===== src/rtl/axi4lite_if.sv =====
// AXI4-Lite slave bridging single-beat reads/writes onto a simple strobed IP register port.
// One transaction in flight; writes take priority over reads when both are requested in IDLE.
module axi4lite_if #(
  parameter int ADDR_WIDTH    = 8,
  parameter int DATA_WIDTH    = 32,
  parameter int IP_DATA_WIDTH = 16
) (
  input  logic                      aclk,
  input  logic                      aresetn,
  input  logic                      awvalid,
  output logic                      awready,
  input  logic [ADDR_WIDTH-1:0]     awaddr,
  input  logic [2:0]                awprot,
  input  logic                      wvalid,
  output logic                      wready,
  input  logic [DATA_WIDTH-1:0]     wdata,
  input  logic [DATA_WIDTH/8-1:0]   wstrb,
  output logic                      bvalid,
  input  logic                      bready,
  output logic [1:0]                bresp,
  input  logic                      arvalid,
  output logic                      arready,
  input  logic [ADDR_WIDTH-1:0]     araddr,
  input  logic [2:0]                arprot,
  output logic                      rvalid,
  input  logic                      rready,
  output logic [1:0]                rresp,
  output logic [DATA_WIDTH-1:0]     rdata,
  output logic                      ip_en,
  output logic                      ip_wen,
  output logic [ADDR_WIDTH-1:0]     ip_addr,
  output logic [IP_DATA_WIDTH-1:0]  ip_wdata,
  input  logic                      ip_rack,
  input  logic [IP_DATA_WIDTH-1:0]  ip_rdata
);

  typedef enum logic [2:0] {IDLE, WR_IP, WR_RESP, RD_IP, RD_WAIT, RD_RESP} state_t;

  state_t state;
  logic   wr_go;
  logic   rd_go;
  logic   unused;

  // Ready gating includes aresetn so the handshake outputs read 0 throughout reset.
  always_comb begin
    wr_go = 1'b0;
    rd_go = 1'b0;
    if (aresetn && state == IDLE) begin
      wr_go = awvalid && wvalid;
      rd_go = arvalid && !(awvalid && wvalid);
    end
  end

  assign awready = wr_go;
  assign wready  = wr_go;
  assign arready = rd_go;
  assign bresp   = 2'b00;
  assign rresp   = 2'b00;
  assign unused  = ^{awprot, arprot, wstrb, wdata, awaddr[1:0], araddr[1:0]};

  always_ff @(posedge aclk or negedge aresetn) begin
    if (!aresetn) begin
      state    <= IDLE;
      bvalid   <= 1'b0;
      rvalid   <= 1'b0;
      ip_en    <= 1'b0;
      ip_wen   <= 1'b0;
      rdata    <= '0;
      ip_addr  <= '0;
      ip_wdata <= '0;
    end else begin
      ip_en  <= 1'b0;
      ip_wen <= 1'b0;
      case (state)
        IDLE: begin
          if (wr_go) begin
            ip_addr  <= {2'b00, awaddr[ADDR_WIDTH-1:2]};
            ip_wdata <= wdata[IP_DATA_WIDTH-1:0];
            ip_en    <= 1'b1;
            ip_wen   <= 1'b1;
            state    <= WR_IP;
          end else if (rd_go) begin
            ip_addr <= {2'b00, araddr[ADDR_WIDTH-1:2]};
            ip_en   <= 1'b1;
            state   <= RD_IP;
          end
        end
        WR_IP: begin
          bvalid <= 1'b1;
          state  <= WR_RESP;
        end
        WR_RESP: begin
          if (bready) begin
            bvalid <= 1'b0;
            state  <= IDLE;
          end
        end
        RD_IP: state <= RD_WAIT;
        RD_WAIT: begin
          if (ip_rack) begin
            rdata  <= DATA_WIDTH'(ip_rdata);
            rvalid <= 1'b1;
            state  <= RD_RESP;
          end
        end
        RD_RESP: begin
          if (rready) begin
            rvalid <= 1'b0;
            state  <= IDLE;
          end
        end
        default: state <= IDLE;
      endcase
    end
  end

endmodule


===== config.mk =====
export PLATFORM = sky130hd
export DESIGN_NAME = axi4lite_if
export DESIGN_NICKNAME = d
export VERILOG_FILES = /design/src/rtl/axi4lite_if.sv
export SDC_FILE = /design/constraint.sdc
export NUM_CORES = 1
export LEC_CHECK = 0
export ABC_AREA = 1
export CORE_AREA = 5 5 90 92
export CTS_BUF_LIST = sky130_fd_sc_hd__clkbuf_2
export DETAILED_ROUTE_END_ITERATION = 8
export DIE_AREA = 0 0 95 97
export HOLD_SLACK_MARGIN = 0.05
export MAX_ROUTING_LAYER = met4
export PLACE_DENSITY = 0.81
export SYNTH_ARGS = -nofsm -noshare
export SYNTH_HDL_FRONTEND = slang
export SYNTH_SLANG_ARGS = --single-unit

===== constraint.sdc =====
create_clock -name aclk -period 1.9 [get_ports aclk]
set_input_delay 0.19 -clock aclk [delete_from_list [all_inputs] [get_ports aclk]]
set_output_delay 0.19 -clock aclk [all_outputs]
set_load 0.005 [all_outputs]

==> metrics.txt <==
WS Path Type register to primary output; R2R depth 12; CP Max Fanout 3; Fill cells about 700; CP Launch Type register; Port Buf Inserts 96; Power Density 1300 nW/µm²; initial antenna violation count 0; clk_lat worst skew about 0.40 ns; library cells used by synthesis 23; Final ANT Viol Nets 0; Core Area 7140 µm²; total CTS buffers 5; final hold violations 0; WHS 0.283 ns; crit path buf inv count 4; total detailed-routing wirelength 5.56 mm; row count 31; PnR worst setup slack 0.132 ns; fraction of layout cells with a size suffix above 1 a little under a fifth; Worst-path clk slew 0.22 ns; Worst Hold Path EP ip_wdata[11]; overall global routing resource usage 12.5%; status completed; WP data required 1.71 ns; Flop pwr share 37.9%; Comb pwr share 50.0%; minimum clock period ~1.8 ns; register area share after synthesis 53.3%; Ys Warns 0; post-synth top area cell dfrtp_1; post-synth top area share 53.3%; worst path cell trace buf_4 > inv_2 > nand2_2 > nor2_4 > nand3_2 > inv_1 > clkdlybuf4s15_1; Syn Inst Count 212; Leak 1.67 nW; Crit path largest cell delay 0.46 ns; Critical Path AT 1.58 ns; worst hold path stage count 3; Power Internal 3.00 mW; final core occ around 46%; layout net count 414; Ant. Diodes 0; Clock Root Buffer clkbuf_2; DP Worst Slack 0.146 ns; CTS tree yes; largest net degree at the start of global routing 32; Net Sw Frac a little under a third; DRC Markers 0; Hold WC Path Type input port to register; skew final 0.0230 ns; Die X 95 µm; Syn Area/Cell 9.96 µm²; number of global-route vias before repair 1941; final setup violation count 0; max_cap viols 0; Worst Setup End Kind primary output; FMAX 0.566 GHz; clk buf depth 2; CTS H-Tree Depth 2; Psw 1.32 mW; DP HPWL 4.04 mm; clock sink total 45; io pins ~150; reg2reg setup slack 0.19 ns; first-pass GRT wire length 8.92 mm; Die H 97 µm; Yosys reg bits 45; area growth from synthesis to final layout 56.9%; reg2reg end state[0]; die area 9220 µm²; WL per Instance 12.9 µm; clock network fraction of total power 12.0%; worst reg2reg path startpoint state[1]; vias 1797; Top Family by Delay on Critical Path buffers and inverters; ranking of synthesized cells by area dfrtp_1 (53%), nand2_1 (14%), buf_4 (8.9%); Starting DRT DRC Count 37; Initial Utilization between 20% and 30%; grt total ovfl 0; Vias per Instance 4.16; GP Congestion 0.830; Hold Crit Start wdata[11]; Mapped Area 2110 µm²; Slew Viols, Final 0; VDD IR max roughly 0.56 mV; drt pass-1 iters 4; Final Cycle Share 93.1%; slowest CP cell dfrtp_2
cell usage in the layout (no fill, tap or decap), drive strengths merged:
cell and count:
mux2 16, clkdlybuf4s50 92, nand3b 1, nand4 3, a21oi 1, bufinv 1, conb 22, inv 18
dlygate4sd2 2, buf 24, dfrtp 45, nand3 8, o211ai 6, o21ai 1, clkinv 1, nand2 78
clkbuf 6, a32o 1, clkdlybuf4s15 1, dlygate4sd3 1, nor2 5
what timing repair did:
item                                   CTS  global route
setup buffers                           17             1
hold buffers                             1             0
pin swaps                                2             2
resized for setup                        8             3
setup endpoints to repair                3             1
endpoints found under the hold margin   45             0
cells in the mapped netlist, drive strengths merged:
cell type,number
a21oi,1
a32o,1
buf,28
conb,1
dfrtp,45
inv,18
mux2,16
nand2,78
nand3,8
nand3b,1
nand4,3
nor2,5
o211ai,6
o21ai,1
layout make-up:
cell class	count	area (µm²)	share of cell area, %
timing repair buffer	120	1140	34.3
multi-input combinational	142	792	23.9
clock inverter	2	33.8	1.02
clock buffer	6	30.0	0.906
sequential	45	1130	34.1
inverter	18	70.1	2.11
tap	99	124	3.74
routing by layer:
metal | global-route usage, % | wire (µm) | vias up
met4 | 4.11 | 84 | 0
li1 | - | - | 862
met5 | - | 0 | -
met3 | 4.65 | 546 | 9
met1 | 14.3 | 2270 | 837
met2 | 20.2 | 2660 | 89
worst register-to-register path, delay by kind of cell, from the launching register on:
kind / cells / cell delay, ns
flip-flops: 1 / 0.46
AND/OR/NAND/NOR: 5 / 0.49
buffers and inverters: 7 / 0.70
per-stage QoR:
stage / cell area, µm² / cells / power [mW] / setup TNS (ns)
after CTS: 3300 / 431 / 4.33 / 0
after global placement: 3090 / 405 / 3.49 / 0
after detailed placement: 3090 / 405 / 3.55 / 0
final: 3310 / 432 / 4.32 / 0
after floorplan: 2190 / 233 / 2.43 / 0
after global routing: 3310 / 432 / 4.66 / -0.0449
logic make-up (layout without fill, tap and decap cells):
kind of cell	after synthesis	count (layout)	synth area share (%)
mux	16	16	10.1
simple gates	95	95	19.9
flops	45	45	53.3
compound gates	9	9	3.08
other cells	1	22	0.178
buf+inv	46	146	13.4
power groups by stage:
stage	Combinational [mW]	Clock [mW]	Sequential (mW)
after floorplan	0.727	0	1.70
after global placement	1.84	0	1.65
after detailed placement	1.88	0	1.67
after CTS	2.12	0.558	1.65
after global routing	2.36	0.589	1.71
final	2.16	0.520	1.64
how the worst max path moves through the flow:
stage	to	slack (ns)	startpoint	cells after the start
6_report	arready	0.13	state[1]	7
5_1_grt	arready	-0.04	state[1]	7
4_1_cts	arready	0.01	state[1]	7
3_5_place_dp	awready	0.15	awvalid	6
3_3_place_gp	ip_addr[4]	0.17	awvalid	9
2_1_floorplan	wready	0.53	state[0]	5
registers in the layout (all words and copies together), names as in the netlist:
name / cells
state: 3
ip_en: 1
ip_wen: 1
bvalid: 1
rdata: 16
ip_wdata: 16
rvalid: 1
ip_addr: 6
Power figures use the tool's default switching activity.
